$ cat config.mk
export PLATFORM = sky130hd
export DESIGN_NAME = frame_rx_buf
export DESIGN_NICKNAME = d
export VERILOG_FILES = /design/src/rtl/frame_rx_buf.sv
export SDC_FILE = /design/constraint.sdc
export NUM_CORES = 1
export LEC_CHECK = 0
export CORE_MARGIN = 2
export CORE_UTILIZATION = 43
export CTS_BUF_LIST = sky130_fd_sc_hd__clkbuf_16
export CTS_CLUSTER_DIAMETER = 60
export DETAILED_ROUTE_END_ITERATION = 10
export DONT_BUFFER_PORTS = 1
export PLACE_DENSITY = 0.62
export SETUP_SLACK_MARGIN = 0.15
export SYNTH_ARGS = -nofsm -noshare
export SYNTH_HDL_FRONTEND = slang
export SYNTH_SLANG_ARGS = --single-unit
$ cat constraint.sdc
create_clock -name i_clk -period 4.6 [get_ports i_clk]
set_clock_uncertainty 0.1 [all_clocks]
set_input_delay 1.38 -clock i_clk [delete_from_list [all_inputs] [get_ports i_clk]]
set_output_delay 1.38 -clock i_clk [all_outputs]
set_load 0.05 [all_outputs]
$ cat src/rtl/frame_rx_buf.sv
// Frame receive buffer: hunts for a SYNC byte, stores N = row_depth*column_depth
// pixels, verifies a modulo-2^D_BITS additive checksum, then drains the pixels
// downstream with a valid/ready handshake.
module frame_rx_buf #(
  parameter int unsigned       row_depth    = 7,
  parameter int unsigned       column_depth = 7,
  parameter int unsigned       D_BITS       = 8,
  parameter logic [D_BITS-1:0] SYNC         = 8'hA5,
  parameter int unsigned       TIMEOUT      = 100000
) (
  input  logic              i_clk,
  input  logic              reset,
  input  logic [D_BITS-1:0] i_data,
  input  logic              i_drdy,
  input  logic              i_rdy,
  output logic [D_BITS-1:0] o_data,
  output logic              o_dvalid,
  output logic              o_frame_ok,
  output logic              o_err,
  output logic              o_ovf,
  output logic              o_busy,
  output logic [31:0]       tot
);

  localparam int unsigned N  = row_depth * column_depth;
  localparam int unsigned IW = (N > 1) ? $clog2(N) : 1;
  localparam logic [IW-1:0] LastIdx = IW'(N - 1);

  typedef enum logic [1:0] {StIdle, StLoad, StChk, StDrain} state_e;

  state_e              state_q, state_d;
  logic [IW-1:0]       wr_idx_q, wr_idx_d;
  logic [IW-1:0]       rd_idx_q, rd_idx_d;
  logic [D_BITS-1:0]   sum_q, sum_d;
  logic [31:0]         cnt_q, cnt_d;
  logic [D_BITS-1:0]   data_q, data_d;
  logic                dvalid_q, dvalid_d;
  logic                ok_q, ok_d;
  logic                err_q, err_d;
  logic                ovf_q, ovf_d;
  logic                mem_we;
  logic [IW-1:0]       rd_next;
  logic [D_BITS-1:0]   mem_q [N];

  assign rd_next = rd_idx_q + 1'b1;

  // Next-state, datapath and flag-pulse decode for all four states.
  always_comb begin
    state_d  = state_q;
    wr_idx_d = wr_idx_q;
    rd_idx_d = rd_idx_q;
    sum_d    = sum_q;
    cnt_d    = cnt_q;
    data_d   = data_q;
    dvalid_d = dvalid_q;
    ok_d     = 1'b0;
    err_d    = 1'b0;
    ovf_d    = 1'b0;
    mem_we   = 1'b0;
    unique case (state_q)
      StIdle: begin
        if (i_drdy && i_data == SYNC) begin
          state_d  = StLoad;
          wr_idx_d = '0;
          sum_d    = '0;
          cnt_d    = '0;
        end
      end
      StLoad, StChk: begin
        if (i_drdy) begin
          cnt_d = '0;
          if (state_q == StLoad) begin
            // SYNC-valued bytes here are ordinary payload.
            mem_we = 1'b1;
            sum_d  = sum_q + i_data;
            if (wr_idx_q == LastIdx) state_d = StChk;
            else wr_idx_d = wr_idx_q + 1'b1;
          end else if (i_data == sum_q) begin
            state_d  = StDrain;
            ok_d     = 1'b1;
            rd_idx_d = '0;
          end else begin
            state_d = StIdle;
            err_d   = 1'b1;
          end
        end else begin
          cnt_d = cnt_q + 32'd1;
          if (cnt_d >= 32'(TIMEOUT)) begin
            state_d = StIdle;
            err_d   = 1'b1;
            cnt_d   = '0;
          end
        end
      end
      StDrain: begin
        ovf_d = i_drdy;
        if (!dvalid_q) begin
          // First drain cycle only presents pixel 0.
          dvalid_d = 1'b1;
          data_d   = mem_q[rd_idx_q];
        end else if (i_rdy) begin
          if (rd_idx_q == LastIdx) begin
            state_d  = StIdle;
            dvalid_d = 1'b0;
          end else begin
            rd_idx_d = rd_next;
            data_d   = mem_q[rd_next];
          end
        end
      end
      default: state_d = StIdle;
    endcase
  end

  // Control and output registers, asynchronously cleared.
  always_ff @(posedge i_clk or posedge reset) begin
    if (reset) begin
      state_q  <= StIdle;
      wr_idx_q <= '0;
      rd_idx_q <= '0;
      sum_q    <= '0;
      cnt_q    <= '0;
      data_q   <= '0;
      dvalid_q <= 1'b0;
      ok_q     <= 1'b0;
      err_q    <= 1'b0;
      ovf_q    <= 1'b0;
    end else begin
      state_q  <= state_d;
      wr_idx_q <= wr_idx_d;
      rd_idx_q <= rd_idx_d;
      sum_q    <= sum_d;
      cnt_q    <= cnt_d;
      data_q   <= data_d;
      dvalid_q <= dvalid_d;
      ok_q     <= ok_d;
      err_q    <= err_d;
      ovf_q    <= ovf_d;
    end
  end

  // Pixel storage; contents are don't-care after reset, so no reset term.
  always_ff @(posedge i_clk) begin
    if (mem_we) mem_q[wr_idx_q] <= i_data;
  end

  assign o_data     = data_q;
  assign o_dvalid   = dvalid_q;
  assign o_frame_ok = ok_q;
  assign o_err      = err_q;
  assign o_ovf      = ovf_q;
  assign o_busy     = (state_q != StIdle);
  assign tot        = 32'(N);

endmodule

Word level (Yosys, flattened, before mapping):

Memories as Yosys holds them, arrays and structs flattened.
Index checks and enable logic that the tools add are counted.

* flip-flop bits (word level): 66
* bits in writable memories: 392
* bits of input ports: 12
* output and inout bits: 45
* word-level logic and storage cells: 100
* memories kept: 1

Memory list
* mem_q: depth 49, width 8, read ports 2, clocked after Yosys merged registers in 0, wr ports 1, RTL line 43 `logic [D_BITS-1:0] mem_q [N];`

* add/subtract/negate cells: 4
* order comparisons: 1
* equal/unequal tests: 21
* multiplexer cells: 51
* reductions and logical operators: 12

Operators by type and width (number)
* 32-bit two-way mux: 3
* 32-bit one-hot mux with 2 select lines: 1
* 6-bit two-way mux: 10
* 8-bit two-way mux: 6
* 32-bit by 1-bit adder with 32-bit output (second input constant): 1
* 32-bit by 17-bit >= comparator with 1-bit output (second input constant): 1
* 2-bit inequality test (second input constant): 12
* 6-bit one-hot mux with 2 select lines: 2
* 1-bit two-way mux: 18
* 2-bit two-way mux: 9
* 8-bit one-hot mux with 2 select lines: 1
* 6-bit by 1-bit adder with 6-bit output (second input constant): 2
* 6-bit == test (second input constant): 2
* 8-bit adder: 1
* 8-bit == test: 1
* 8-bit == test (second input constant): 1
* 7-bit AND reduction: 1
* 2-bit one-hot mux with 3 select lines: 1
* 6-bit AND reduction: 1
* 2-bit nonzero test: 3
* 5-bit AND reduction: 1
* 2-bit == test (second input constant): 2
* 4-bit inequality test (second input constant): 1
* 4-bit AND reduction: 1
* other kinds (7): 7

Longest topological paths before layout:

* depth after elaboration: 6
* depth in mapped cells: 14
* depth with buffers taken out: 10

Least setup slack after synthesis:

No wires, ideal clock.

* path kind: flip-flop to flip-flop
* start point: reg rd_idx_q[0]
* end point: reg data_q[0], in the netlist o_data[0]
* setup time: 134 ps
* arrival time: 4520 ps
* data required time: 4366 ps
* setup slack: -155 ps
* cell stages (with the launch flop): 15
* buffers on the path: 7
* clock period less this slack: 4755 ps
* cell sequence: dfrtp_1 -> clkbuf_1 -> clkbuf_1 -> buf_1 -> clkbuf_1 -> inv_1 -> ha_1 -> clkbuf_1 -> buf_2 -> buf_1 -> mux4_2 -> mux4_2 -> mux4_2 -> nand2_1 -> o21ai_0

* cells in the longest elaborated chain, start to end: 5
* elaborated cells between the ends (all ways): 8
* those cells by class: add/sub (1); eq/ne (2); mux (3); reduce/logical (1); memory (1)

Ends and longest elaborated chain
* start: declaration: RTL line 33 `logic [IW-1:0] rd_idx_q, rd_idx_d;`
* start signal: assignment: RTL line 131 `rd_idx_q <= rd_idx_d;`
* 6-bit by 1-bit adder with 6-bit output: RTL line 45 `assign rd_next = rd_idx_q + 1'b1;`
* memory read 49 x 8 bit
* 8-bit two-way mux: RTL line 102 `if (rd_idx_q == LastIdx) begin`
* 8-bit two-way mux: RTL line 101 `end else if (i_rdy) begin`
* 8-bit two-way mux: RTL line 97 `if (!dvalid_q) begin`
* end signal: assignment: RTL line 134 `data_q <= data_d;`
* end: declaration: RTL line 36 `logic [D_BITS-1:0] data_q, data_d;`

Several ways; a longest one is shown, not always the timed one. The select of a mux whose other input is x is not followed.
A chain may end at the register's enable or synchronous reset.

Worst setup path after layout:

* start point: reg rd_idx_q[1]
* end point: reg data_q[7], in the netlist o_data[7]

The elaborated chain is that of the path after synthesis.

==> out/qor.yml <==
drive_above_1_share: 0.3092
top_layer: "met4"
ant_nets: 0
initial_core_util: 0.4360
drv_slew: 0
cts_tree: "done"
hold_viol: 0
ff_latch_area_um2: 13430
syn_area_um2: 22460
ios: 57
power_density_nw_per_um2: 499.1
final_area_um2: 25070
clkTransAtPathRegs_ns: 0.06
ir_worst_vdd_mv: 0.3524
crit_type: "flip-flop to flip-flop"
ys_seq_elements: 458
antenna_cells: 0
post_cts_resized: 0
avgSynthCellArea_um2: 17.40
internal_power_mw: 8.694
wl_met1_mm: 23.09
num_rows: 83
grt_pass1_vias: 12830
grt_max_degree: 130
period_minus_slack_ns: 3.752
die_w_um: 232.5
gp_congestion: 0.8264
antenna_found_initial: 0
wl_mm: 57.54
power_frac_clock: 0.316
place_hpwl_mm: 37.17
critical_path.startpoint_type: "flip-flop"
post-route-drc-count: 0
tightest_slew_ns: 1.108
wl_met2_mm: 28.40
relSlewSlack: 0.2587
syn_inst: 1291
async_flop_share: 0.1441
ys_seq_area_frac: 0.5977
grt_setup_unrepaired: "false"
multi_input_area_um2: 8499
maxCapViolations: 0
post_cts_buffers: 0
nFillCells: 4218
holdWs_ns: 0.3821
timing.final.crit_share: 0.8156
cts_root_buf: "clkbuf_16"
vias: 12930
grt_overflow: 0
outcome: "finished clean"
h-tree-depth: 2
met3_length_mm: 4.508
die_area_um2: 54070
grt_pass1_wl_mm: 86.04
cts_buffers: 51
fmax_mhz: 266.5
fin_ws_ns: 0.8482
yosys_most_used_dff: "edfxtp_1"
pwr-share-comb: 0.283
switching_share: 0.3053
preCtsSetupSlack_ns: 0.8285
power.leakage_nw: 7.937
tns_ns: 0
core_um2: 51510
place_area_um2: 23460
via_per_inst: 6.322
grtUsageTotal: 0.2182
cp.required_ns: 4.98
nNetsFinal: 1354
synth-edff-count: 392
wire_per_inst_um: 28.14
yosys.cell_types.count: 65
pwr-share-seq: 0.401
cp-end-kind: "flip-flop"
port_buffers: 0
min_path_type: "flip-flop to flip-flop"
ctsLongestPathBuffers: 3
clock_latency_ns: 0.59
cp_max_fo: 61
clkSinkCount: 458
drt_first_pass_iters: 5
drt-initial-drc-count: 1394
cts.hold.buffers_added: 0
syn2layout_area_growth_pct: 11.64
power.switching_mw: 3.821
finalSetupViolations: 0
die_h_um: 232.5
yosysWarnings: 0
arrival_ns: 4.13
## power by group through the flow
| stage | Combinational, mW | Clock (mW) | Sequential [mW] |
|---|---|---|---|
| CTS | 3.58 | 4.01 | 5.02 |
| detailed placement | 3.56 | 0 | 5.10 |
| floorplan | 2.74 | 0 | 4.99 |
| global placement | 3.55 | 0 | 5.09 |
| global route | 3.79 | 4.19 | 5.04 |
| finish | 3.54 | 3.95 | 5.02 |
## layout make-up
cell class / instances / area share
well taps: 680 / 0.03393
repair buffers: 69 / 0.02216
clock inverters: 42 / 0.01233
inverters: 33 / 0.004940
flip-flops and latches: 458 / 0.5358
clock buffers: 52 / 0.05190
multi-input cells: 711 / 0.3390
## flip-flops by register name, summed over array words and instances, names as in the netlist
| signal | cells |
|---|---|
| sum_q | 8 |
| mem_q | 392 |
| state_q | 2 |
| o_err | 1 |
| rd_idx_q | 6 |
| o_ovf | 1 |
| cnt_q | 32 |
| o_frame_ok | 1 |
| o_dvalid | 1 |
| o_data | 8 |
| wr_idx_q | 6 |
## worst paths after layout
check | from | to | slack (ns) | depth (start not counted)
setup reg to reg | rd_idx_q[1] | o_data[7] | 0.85 | 9
max in group asynchronous | reset | rd_idx_q[3] | 3.06 | 2
hold / removal | sum_q[6] | sum_q[6] | 0.38 | 2
min in group asynchronous | reset | sum_q[1] | 0.61 | 1
hold reg to reg | sum_q[6] | sum_q[6] | 0.38 | 2
setup / recovery | rd_idx_q[1] | o_data[7] | 0.85 | 9
## stage by stage
step	power (mW)	instances	utilization
global route	13.02	2045	0.4868
CTS	12.61	2045	0.4868
global placement	8.637	1951	0.4555
finish	12.51	2045	0.4868
floorplan	7.728	1321	-
detailed placement	8.657	1951	0.4555
## critical path, stage by stage (launching register included)
cell,delay (ns)
dfrtp_4,0.42
buf_4,0.74
nand3_1,0.33
xor2_4,0.43
buf_4,0.33
mux4_2,0.39
mux4_2,0.48
nand2_1,0.08
mux2i_1,0.09
a31o_2,0.22
## Yosys cell counts, types with 13 or more instances
cell type,instances,area share
and2_1,19,0.0053
buf_1,21,0.0035
buf_4,33,0.011
clkbuf_1,59,0.0099
dfrtp_1,66,0.074
edfxtp_1,392,0.52
ha_1,17,0.0095
inv_1,31,0.0052
mux4_2,256,0.26
nand2_1,59,0.0099
nand3_1,33,0.0074
nand4_1,20,0.0056
nor2_1,72,0.012
nor3_1,13,0.0029
o21ai_0,38,0.0085
## layout by cell type (no fill, tap or decap), drive strengths merged, types with 17 or more instances in the layout
master | netlist | routed
dfrtp | 66 | 66
o21ai | 41 | 41
nand2 | 59 | 59
nand3 | 35 | 35
inv | 31 | 46
clkinv | 2 | 23
clkbuf | 59 | 52
conb | 2 | 32
edfxtp | 392 | 392
nand4 | 21 | 21
ha | 17 | 17
mux4 | 256 | 256
and2 | 19 | 19
buf | 60 | 69
nor2 | 72 | 72
## cells by family (layout without fill, tap and decap cells)
| group | after synthesis | after routing | share of synthesized area |
|---|---|---|---|
| and+or+nand+nor | 265 | 265 | 0.05978 |
| adders and majority gates | 18 | 18 | 0.01036 |
| AOI/OAI and AO/OA | 121 | 121 | 0.03605 |
| buffers and inverters | 152 | 196 | 0.03126 |
| DFF | 458 | 458 | 0.5977 |
| muxes | 260 | 260 | 0.2587 |
| other | 2 | 32 | 0.0003344 |
| xor gates and xnor gates | 15 | 15 | 0.005850 |
## layer usage
layer,vias to the layer above,track usage
li1,5368,-
met1,6932,0.2977
met2,531,0.3597
met3,98,0.04387
met4,0,0.05732
met5,-,0
Note: power is estimated with default switching activity, not from simulation.
